<file path="src/rtl/instr_cache_assoc_pkg.sv">
// Shared types for the set-associative instruction cache: line state,
// refill FSM encoding and a saturating adder for the optional counters.
package instr_cache_assoc_pkg;

    typedef enum logic {
        INVALID = 1'b0,
        VALID   = 1'b1
    } cache_state_e;

    typedef enum logic {
        IDLE    = 1'b0,
        REQUEST = 1'b1
    } icache_fsm_e;

    function automatic logic [31:0] sat_add32(input logic [31:0] a, input logic [31:0] b);
        logic [32:0] sum;
        sum = {1'b0, a} + {1'b0, b};
        return sum[32] ? 32'hFFFF_FFFF : sum[31:0];
    endfunction

endpackage

</file>
<file path="src/rtl/instr_cache_assoc_plru.sv">
// Tree pseudo-LRU, one WAYS-1 bit tree per set. Each tree node points at the
// half that was NOT most recently touched; touches are applied in port order.
module icache_plru #(
    parameter int SETS    = 8,
    parameter int WAYS    = 2,
    parameter int TOUCHES = 3,
    parameter int IDX_W   = $clog2(SETS),
    parameter int WAY_W   = (WAYS > 1) ? $clog2(WAYS) : 1
) (
    input  logic                           clock,
    input  logic                           clear,
    input  logic [TOUCHES-1:0]             touch_en,
    input  logic [TOUCHES-1:0][IDX_W-1:0]  touch_set,
    input  logic [TOUCHES-1:0][WAY_W-1:0]  touch_way,
    input  logic [IDX_W-1:0]               query_set,
    output logic [WAY_W-1:0]               victim
);

    generate
        if (WAYS == 1) begin : g_direct
            assign victim = '0;
        end else begin : g_tree
            localparam int LVL = $clog2(WAYS);

            logic [WAYS-2:0] tree_q [SETS];
            logic [WAYS-2:0] tree_d [SETS];
            int              node;
            logic            dir;

            always_comb begin
                tree_d = tree_q;
                for (int t = 0; t < TOUCHES; t++) begin
                    if (touch_en[t]) begin
                        for (int l = 0; l < LVL; l++) begin
                            for (int k = 0; k < (1 << l); k++) begin
                                if (k == (int'(touch_way[t]) >> (LVL - l)))
                                    tree_d[touch_set[t]][(1 << l) + k - 1] = ~touch_way[t][LVL - 1 - l];
                            end
                        end
                    end
                end
            end

            // Follow the node pointers from the root down to a leaf.
            always_comb begin
                victim = '0;
                node   = 0;
                dir    = 1'b0;
                for (int l = 0; l < LVL; l++) begin
                    dir = 1'b0;
                    for (int k = 0; k < (1 << l); k++) begin
                        if (k == node)
                            dir = tree_q[query_set][(1 << l) + k - 1];
                    end
                    victim[LVL - 1 - l] = dir;
                    node = 2 * node + (dir ? 1 : 0);
                end
            end

            always_ff @(posedge clock) begin
                for (int s = 0; s < SETS; s++) begin
                    if (clear)
                        tree_q[s] <= '0;
                    else
                        tree_q[s] <= tree_d[s];
                end
            end
        end
    endgenerate

endmodule

</file>
<file path="src/rtl/instr_cache_assoc.sv">
// Set-associative multi-port instruction cache with one shared line refill engine.
// Optional hit/miss counters are enabled by defining INSTR_CACHE_PERF_EN.
module instr_cache_assoc
    import instr_cache_assoc_pkg::*;
#(
    parameter int XLEN  = 32,
    parameter int SETS  = 8,
    parameter int WAYS  = 2,
    parameter int WORDS = 4,
    parameter int PORTS = 2
) (
    input  logic                        clock,
    input  logic                        reset,
    input  logic                        flush,
    input  logic [PORTS-1:0]            read,
    input  logic [PORTS-1:0][XLEN-1:0]  address_in,
    output logic [PORTS-1:0][XLEN-1:0]  instr,
    output logic [PORTS-1:0][XLEN-1:0]  address_out,
    output logic [PORTS-1:0]            hit,
    output logic                        mem_read,
    output logic [XLEN-1:0]             mem_address,
    input  logic [WORDS*XLEN-1:0]       mem_data,
    input  logic                        mem_ready
`ifdef INSTR_CACHE_PERF_EN
    ,
    output logic [31:0]                 hit_count,
    output logic [31:0]                 miss_count
`endif
);

    localparam int WSEL_W = $clog2(WORDS);
    localparam int OFF_W  = WSEL_W + 2;
    localparam int IDX_W  = $clog2(SETS);
    localparam int TAG_W  = XLEN - OFF_W - IDX_W;
    localparam int WAY_W  = (WAYS > 1) ? $clog2(WAYS) : 1;

    typedef struct packed {
        logic [TAG_W-1:0]            tag;
        logic [WORDS-1:0][XLEN-1:0]  words;
        cache_state_e                state;
    } line_t;

    line_t lines_q [SETS][WAYS];

    logic [PORTS-1:0][IDX_W-1:0] look_idx;
    logic [PORTS-1:0]            look_hit;
    logic [PORTS-1:0][WAY_W-1:0] look_way;
    logic [PORTS-1:0][XLEN-1:0]  look_word;
    logic [PORTS-1:0][XLEN-1:0]  look_line;

    logic [PORTS-1:0]            hit_d, hit_q;
    logic [PORTS-1:0][XLEN-1:0]  instr_d, instr_q;
    logic [PORTS-1:0][XLEN-1:0]  address_out_d, address_out_q;

    logic [PORTS-1:0]            pend_valid_d, pend_valid_q;
    logic [PORTS-1:0][XLEN-1:0]  pend_addr_d, pend_addr_q;

    icache_fsm_e                 fsm_q;
    logic                        mem_read_q;
    logic [XLEN-1:0]             mem_address_q;
    logic                        pick_valid;
    logic [XLEN-1:0]             pick_addr;

    logic                        fill_we;
    logic [IDX_W-1:0]            fill_idx;
    logic [WAY_W-1:0]            fill_way;
    logic                        fill_found;
    line_t                       fill_line;
    logic [WAY_W-1:0]            plru_victim;

    logic [PORTS:0]              touch_en;
    logic [PORTS:0][IDX_W-1:0]   touch_set;
    logic [PORTS:0][WAY_W-1:0]   touch_way;

    always_comb begin
        for (int p = 0; p < PORTS; p++) begin
            look_idx[p]  = address_in[p][OFF_W +: IDX_W];
            look_line[p] = {address_in[p][XLEN-1:OFF_W], {OFF_W{1'b0}}};
            look_hit[p]  = 1'b0;
            look_way[p]  = '0;
            look_word[p] = '0;
            for (int w = 0; w < WAYS; w++) begin
                if (lines_q[look_idx[p]][w].state == VALID &&
                    lines_q[look_idx[p]][w].tag == address_in[p][XLEN-1 -: TAG_W]) begin
                    look_hit[p]  = 1'b1;
                    look_way[p]  = WAY_W'(w);
                    look_word[p] = lines_q[look_idx[p]][w].words[address_in[p][2 +: WSEL_W]];
                end
            end
        end
    end

    // A flush-cycle lookup reports a miss even if the line is still resident.
    always_comb begin
        for (int p = 0; p < PORTS; p++) begin
            hit_d[p]         = read[p] & look_hit[p] & ~flush;
            instr_d[p]       = hit_d[p] ? look_word[p] : '0;
            address_out_d[p] = hit_d[p] ? address_in[p] : '0;
        end
    end

    always_comb begin
        fill_we    = (fsm_q == REQUEST) & mem_ready & ~flush;
        fill_idx   = mem_address_q[OFF_W +: IDX_W];
        fill_way   = plru_victim;
        fill_found = 1'b0;
        for (int w = 0; w < WAYS; w++) begin
            if (!fill_found && lines_q[fill_idx][w].state == INVALID) begin
                fill_way   = WAY_W'(w);
                fill_found = 1'b1;
            end
        end
        fill_line.tag   = mem_address_q[XLEN-1 -: TAG_W];
        fill_line.words = mem_data;
        fill_line.state = VALID;
    end

    // A miss to the line being written this cycle is already satisfied by that fill.
    always_comb begin
        for (int p = 0; p < PORTS; p++) begin
            pend_valid_d[p] = pend_valid_q[p];
            pend_addr_d[p]  = pend_addr_q[p];
            if (fill_we && pend_valid_q[p] && pend_addr_q[p] == mem_address_q)
                pend_valid_d[p] = 1'b0;
            if (read[p] && !look_hit[p] && !pend_valid_q[p] && !flush &&
                !(fill_we && look_line[p] == mem_address_q)) begin
                pend_valid_d[p] = 1'b1;
                pend_addr_d[p]  = look_line[p];
            end
        end
    end

    always_comb begin
        pick_valid = |pend_valid_q;
        pick_addr  = '0;
        for (int p = PORTS - 1; p >= 0; p--) begin
            if (pend_valid_q[p])
                pick_addr = pend_addr_q[p];
        end
    end

    always_comb begin
        for (int p = 0; p < PORTS; p++) begin
            touch_en[p]  = hit_d[p];
            touch_set[p] = look_idx[p];
            touch_way[p] = look_way[p];
        end
        touch_en[PORTS]  = fill_we;
        touch_set[PORTS] = fill_idx;
        touch_way[PORTS] = fill_way;
    end

    icache_plru #(
        .SETS    (SETS),
        .WAYS    (WAYS),
        .TOUCHES (PORTS + 1),
        .IDX_W   (IDX_W),
        .WAY_W   (WAY_W)
    ) u_plru (
        .clock     (clock),
        .clear     (reset | flush),
        .touch_en  (touch_en),
        .touch_set (touch_set),
        .touch_way (touch_way),
        .query_set (fill_idx),
        .victim    (plru_victim)
    );

    always_ff @(posedge clock) begin
        if (reset) begin
            hit_q         <= '0;
            instr_q       <= '0;
            address_out_q <= '0;
        end else begin
            hit_q         <= hit_d;
            instr_q       <= instr_d;
            address_out_q <= address_out_d;
        end
    end

    always_ff @(posedge clock) begin
        if (reset || flush)
            pend_valid_q <= '0;
        else
            pend_valid_q <= pend_valid_d;
        pend_addr_q <= pend_addr_d;
    end

    // Line payloads are never reset; only the state field needs clearing.
    always_ff @(posedge clock) begin
        if (reset || flush) begin
            for (int s = 0; s < SETS; s++)
                for (int w = 0; w < WAYS; w++)
                    lines_q[s][w].state <= INVALID;
        end else if (fill_we) begin
            lines_q[fill_idx][fill_way] <= fill_line;
        end
    end

    always_ff @(posedge clock) begin
        if (reset) begin
            fsm_q         <= IDLE;
            mem_read_q    <= 1'b0;
            mem_address_q <= '0;
        end else if (flush) begin
            fsm_q      <= IDLE;
            mem_read_q <= 1'b0;
        end else begin
            case (fsm_q)
                IDLE: begin
                    if (pick_valid) begin
                        fsm_q         <= REQUEST;
                        mem_read_q    <= 1'b1;
                        mem_address_q <= pick_addr;
                    end
                end
                REQUEST: begin
                    if (mem_ready) begin
                        fsm_q      <= IDLE;
                        mem_read_q <= 1'b0;
                    end
                end
                default: begin
                    fsm_q      <= IDLE;
                    mem_read_q <= 1'b0;
                end
            endcase
        end
    end

    assign hit         = hit_q;
    assign instr       = instr_q;
    assign address_out = address_out_q;
    assign mem_read    = mem_read_q;
    assign mem_address = mem_address_q;

`ifdef INSTR_CACHE_PERF_EN
    logic [31:0] hit_count_d, hit_count_q;
    logic [31:0] miss_count_d, miss_count_q;
    logic [31:0] n_hit, n_miss;

    always_comb begin
        n_hit  = '0;
        n_miss = '0;
        for (int p = 0; p < PORTS; p++) begin
            if (read[p]) begin
                if (hit_d[p])
                    n_hit = n_hit + 32'd1;
                else
                    n_miss = n_miss + 32'd1;
            end
        end
        hit_count_d  = sat_add32(hit_count_q, n_hit);
        miss_count_d = sat_add32(miss_count_q, n_miss);
    end

    always_ff @(posedge clock) begin
        if (reset) begin
            hit_count_q  <= '0;
            miss_count_q <= '0;
        end else begin
            hit_count_q  <= hit_count_d;
            miss_count_q <= miss_count_d;
        end
    end

    assign hit_count  = hit_count_q;
    assign miss_count = miss_count_q;
`endif

endmodule

</file>
<file path="config.mk">
export PLATFORM = sky130hd
export DESIGN_NAME = instr_cache_assoc
export DESIGN_NICKNAME = d
export VERILOG_FILES = /design/src/rtl/instr_cache_assoc_pkg.sv /design/src/rtl/instr_cache_assoc_plru.sv /design/src/rtl/instr_cache_assoc.sv
export SDC_FILE = /design/constraint.sdc
export NUM_CORES = 2
export LEC_CHECK = 0
export BUFFER_PORTS_ARGS = -buffer_cell sky130_fd_sc_hd__buf_2
export CELL_PAD_IN_SITES_DETAIL_PLACEMENT = 0
export CELL_PAD_IN_SITES_GLOBAL_PLACEMENT = 1
export CORE_UTILIZATION = 40
export DETAILED_ROUTE_END_ITERATION = 12
export HOLD_SLACK_MARGIN = 0.03
export PLACE_DENSITY = 0.69
export SYNTH_ARGS = -nofsm -noshare
export SYNTH_HDL_FRONTEND = slang
export SYNTH_HIERARCHICAL = 1
export SYNTH_SLANG_ARGS = --single-unit
export TNS_END_PERCENT = 5
</file>
<file path="constraint.sdc">
create_clock -name clock -period 10 [get_ports clock]
set_clock_uncertainty 0.15 [all_clocks]
set_input_delay 0 -clock clock [delete_from_list [all_inputs] [get_ports clock]]
set_output_delay 0 -clock clock [all_outputs]
set_load 0.02 [all_outputs]
</file>
[After elaboration in Yosys (flattened, before gate mapping)]
Memory sizes are Yosys's and may differ from the RTL's. A register that Yosys moved wholly into a read port is not among the register bits.
Index checks and enable logic that the tools add are counted.
Word-level totals
  register bits after elaboration: 230
  latch bits: 0
  RAM bits: 2464
  memory bits (read-only): 0
  input port bits: 198
  output and inout bits: 163
  logic and storage cells: 159
  memories kept: 1
Operators by class
  $add $sub $neg: 0
  multiply operators: 0
  divide/modulo/power cells: 0
  order comparisons: 10
  eq/ne operators: 10
  shift-type cells: 0
  muxes and demuxes: 59
  bitwise gates (word level): 19
  reduce and logical (&&, ||, !) cells: 40
Memories
  lines_q: depth 8, width 308, read ports 3, clocked after memory_dff 1, wr ports 8, line instr_cache_assoc.sv:43  | line_t lines_q [SETS][WAYS];
Operator list (count)
  308-bit two-way mux: 3
  32-bit two-way mux: 10
  308-bit OR reduction: 1
  32-bit binary-select mux with 2-bit select: 4
  154-bit demux with 1-bit select: 1
  154-bit two-way mux: 1
  32-bit equality test: 4
  25-bit equality test: 4
  1-bit two-way mux: 25
  8-bit bitwise mux: 3
  8-bit two-way mux: 3
  1-bit logical AND: 23
  4-bit greater-or-equal comparator (second input constant): 3
  4-bit by 1-bit < comparator with 1-bit output (second input constant): 3
  3-bit NOT with 4-bit output: 3
  1-bit demux with 3-bit select: 3
  3-bit two-way mux: 3
  1-bit NOT: 8
  2-bit OR reduction: 4
  1-bit zero test: 7
  1-bit AND: 6
  2-bit by 3-bit < comparator with 1-bit output (second input constant): 2
  2-bit != test (second input constant): 2
  1-bit case mux with 2 select lines: 2
  other kinds (9): 10

[Depth between registers and ports, before layout]
  word-level depth: 14
  mapped depth: 16
  mapped depth without buffers: 11

[Hierarchy]
The synthesis kept the hierarchy.
By module, submodules not included
  instr_cache_assoc: times used 1, cells each 5625, area each 121574.1 sq um, seq. area each 78815.6 sq um
  icache_plru: times used 1, cells each 90, area each 790.8 sq um, seq. area each 160.2 sq um

[Worst setup path after synthesis]
OpenSTA, ideal clock, no wires.
  path kind: reg2reg
  from: register mem_address_q[4], in the netlist mem_address[4]
  to: memory lines_q[5][155] in the netlist's numbering, enable pin
  data arrival time: 8.494 ns
  path slack: 0.686 ns
  cell stages (with the launch flop): 9
  path through: dfxtp_1 mux4_2 mux2_2 nand2b_1 nand3_1 o21ai_0 inv_1 nand4_1 nor2_1
RTL lines
  from (decl): line instr_cache_assoc.sv:60  | logic [XLEN-1:0] mem_address_q;
  from (signal assigned): line instr_cache_assoc.sv:214  | mem_address_q <= pick_addr;
  to (decl): line instr_cache_assoc.sv:43

[Final worst setup path]
  from: input port address_in[4] in the netlist's numbering
  to: register address_out_q (netlist bit address_out[0])
On the way
  word-level cells in the longest chain between the ends: 9
  elaborated cells between the ends (all ways): 11
  classes of those cells: 2 x eq/ne; 2 x mux; 3 x bitwise; 3 x reduce/logical; 1 x memory
Ends and longest elaborated chain
  from (decl): line instr_cache_assoc.sv:16  | input logic [PORTS-1:0][XLEN-1:0] address_in,
  memory 8 x 308 bit *
  25-bit equality test: line instr_cache_assoc.sv:84  | lines_q[look_idx[p]][w].tag == address_in[p][XLEN-1 -: TAG_W]) begin
  1-bit logical AND: line instr_cache_assoc.sv:83  | if (lines_q[look_idx[p]][w].state == VALID &&
  1-bit two-way mux: line instr_cache_assoc.sv:83
  1-bit two-way mux *: line instr_cache_assoc.sv:83
  1-bit AND * (2 in series): line instr_cache_assoc.sv:96  | hit_d[p] = read[p] & look_hit[p] & ~flush;
  1-bit NOT (no line) *
  2-bit OR reduction (no line) *
  to (signal assigned): line instr_cache_assoc.sv:177  | address_out_q <= address_out_d;
  to (decl): line instr_cache_assoc.sv:53  | logic [PORTS-1:0][XLEN-1:0] address_out_d, address_out_q;
Mark *: on every way between the ends. The rest lies on a longest branch, timed or not.
A chain may end at the register's enable or synchronous reset.

==> impl_metrics.ini <==
[grt]
grt_overflow_total = 0
grt_pass1_vias = 69290
grt_first_pass_wirelength_um = 521000
antenna_found_initial = 63
grt_max_degree = 127
grt_use_total = 0.2362

[sta]
finalHoldViolCount = 0
tightest_slew_ns = 1.400
slew_headroom = 0.06672
setup_viol = 0
finalSetupTns_ns = 0
period_minus_slack_ns = 5.667
finalCritPeriodShare = 0.5667
finalMaxSlewViolations = 0
max_clock_freq_mhz = 176.5
rsz0062_at_grt = false

[clocking]
cts_made_buffers = 297
cts_htree_levels = 5
insertion_delay_ns = 0.93
clockBufferDepth = 4
cts_num_sinks = 2693
cts_tree = built
clk_pin_slew_ns = 0.06
cts-root-buf = clkbuf_16

[power_and_ir_drop]
p_leak_nw = 46.64
powerDensity_nw_per_um2 = 177.3
peakVddDrop_mv = 0.1870

[hold_path]
hold_path.class = input pin to flip-flop

[worst_setup_path]
cp-start-kind = input pin
reg2reg_from = mem_address[4]
cp.required_ns = 10.69
cp_cell_sequence = dlygate4sd3_1 > buf_8 > buf_4 > mux4_2 > mux2i_1 > xor2_1 > nand3_1 > nor4_1 > nand4_1 > a21oi_2 > dlygate4sd3_1 > buf_4 > and2_1 > dlygate4sd3_1
cp-startpoint = address_in[4]
crit_arrival_ns = 6.36
cp_num_buf_inv = 6
ff2ff_path_depth = 11
cp-end-kind = flip-flop
critPathTopFamily = buffers and inverters
r2r_end = lines_q[5][250]
crit_end = address_out[0]
crit_path_top_delay_cell = buf_4
crit_cells = 14
worstSetupPathType = input pin to flip-flop
crit_top_cell = dlygate4sd3_1
r2r_setup_slack_ns = 4.51
path_max_fanout = 57
crit_path_max_incr_delay_ns = 0.80

[die]
die-area_um2 = 308100
start_util = 0.4031
coreArea_um2 = 303500
pin_count = 361
die_w_um = 555.1
rows = 202
die-height_um = 555.1

[detailed_routing]
via_per_inst = 6.186
drc = 0
drt_iter0_markers = 7376
drt.antenna.violating_nets = 0
routed_wl_um = 366100
drt-pass1-iter-count = 6
vias = 66890
wl_per_cell_um = 33.86

[logic_synthesis]
synth.area.top_cells = edfxtp_1, mux4_2, dfxtp_1
yosysTopAreaCellShare = 0.6145
synth.cell_area_um2 = 122400
synth_seq_cells = 2693
synth_area_per_cell_um2 = 21.41
async_flop_share = 0
ys_seq_area_frac = 0.6454
syn_inst = 5715
ys_warn_count = 6
synth.distinct_cells = 72
synth-edff-count = 2504
ys.flop_type = edfxtp_1
yosys.area.top_type = edfxtp_1

[finish]
drive_gt1_frac = 0.3606
layout_common_cells = edfxtp_1, mux4_2, dlygate4sd3_1
seq_area_um2 = 78980
fillers = 24940
multi_input_area_um2 = 41420
final_common_cell = edfxtp_1
area_delta_synth_final_pct = 16.54
final_util = 0.4698
nets = 6660

[placed_design]
dpl.hpwl_um = 211900
portBuffers = 356
gp_congestion = 0.8444

[job]
maxCapViolCount = 0

[run_status]
outcome = complete, no violations
worst min path at each step:
| stage | startpoint | end | slack [ns] | cells past startpoint |
|---|---|---|---|---|
| 6_report | address_in[4] | address_out[4] | 0.03 | 3 |
| 3_5_place_dp | address_in[0] | address_out[0] | 0.06 | 2 |
| 2_1_floorplan | mem_data[99] | lines_q[0][100] | -0.05 | 0 |
| 4_1_cts | address_in[4] | address_out[4] | 0.03 | 3 |
| 3_3_place_gp | address_in[1] | address_out[1] | 0.06 | 2 |
| 5_1_grt | mem_data[89] | lines_q[5][244] | 0.03 | 2 |
sequential cells by signal, summed over array words and instances, names as in the netlist, 2 cells and up, named ones only:
signal and count:
mem_address 28, u_plru/g_tree.tree_q 8, address_out 64, lines_q 2464, instr 64, pend_valid_q 2
pend_addr_q 56, hit 2
area by class of cell:
cell class | count | area share
Tap cell | 4080 | 0.03580
Sequential cell | 2693 | 0.5538
Antenna cell | 27 | 0.0004738
Clock inverter | 155 | 0.01206
Timing Repair Buffer | 891 | 0.05001
Clock buffer | 388 | 0.05719
Multi-Input combinational cell | 2571 | 0.2905
Inverter | 8 | 0.0002106
worst register-to-register path, delay by kind of cell (launching register included):
kind | cells | cell delay, ns
flops | 1 | 0.47
compound gates | 1 | 0.33
simple gates | 4 | 1.55
buf+inv | 4 | 1.64
mux | 2 | 0.83
layer usage:
metal / global-route usage / wire [µm] / part of all wire / vias to the layer above
li1: - / - / - / 26570
met5: 0 / 203 / 0.00055 / -
met4: 0.07743 / 12890 / 0.035 / 28
met2: 0.3855 / 177900 / 0.49 / 3171
met1: 0.3234 / 146800 / 0.40 / 36460
met3: 0.03900 / 28290 / 0.077 / 651
report_power, final:
part           switching, mW  internal, mW  leakage (nW)
combinational           1.01         0.849          17.5
sequential            0.0399          12.3          24.3
clock                   4.63          6.43          4.80
stage by stage:
| step | area, µm² | setup slack [ns] | cells | power (mW) | hold WS (ns) |
|---|---|---|---|---|---|
| 2_1_floorplan | 122400 | 0.6858 | 5718 | 13.70 | -0.05113 |
| 3_3_place_gp | 128700 | 4.265 | 9852 | 14.30 | 0.05660 |
| 3_5_place_dp | 128700 | 4.169 | 9852 | 14.31 | 0.05864 |
| 4_1_cts | 142500 | 4.293 | 10790 | 25.45 | 0.03075 |
| 5_1_grt | 142600 | 4.088 | 10800 | 25.94 | 0.03284 |
| 6_report | 142600 | 4.333 | 10810 | 25.28 | 0.03403 |
logic make-up after synthesis:
family                 after synthesis  synth area share
buffers and inverters              454           0.01750
other                                1        0.00003065
XOR/XNOR                           184           0.01317
multiplexers                      1771            0.2906
AND/OR/NAND/NOR                    316           0.01486
flip-flops                        2693            0.6454
AO/OA/AOI/OAI                      296           0.01847
repair_timing:
item                                    CTS  global route
hold buffers                            391             0
buffers inserted                          0             0
gates resized for setup                   0             0
endpoints found under the hold margin  2376             0
cells in the mapped netlist, types with 8 or more instances:
master,instances
nand2b_1,8
buf_6,9
and2_1,68
a21o_1,17
a221oi_1,12
o21ai_0,14
nand4_1,23
nor4_1,36
a211oi_1,32
xor2_1,146
nand3_1,13
buf_1,69
mux2_2,30
or3_1,9
nor2b_1,18
mux4_1,33
clkbuf_1,223
nor2_1,65
mux2i_1,329
a22o_1,16
a22oi_1,65
buf_4,17
o22ai_1,49
o22ai_2,30
a21oi_1,30
dfxtp_1,189
mux4_2,1379
and3_1,19
nand2_1,17
edfxtp_1,2504
xnor2_1,38
nor3_1,16
buf_2,114
Power figures use the tool's default switching activity.
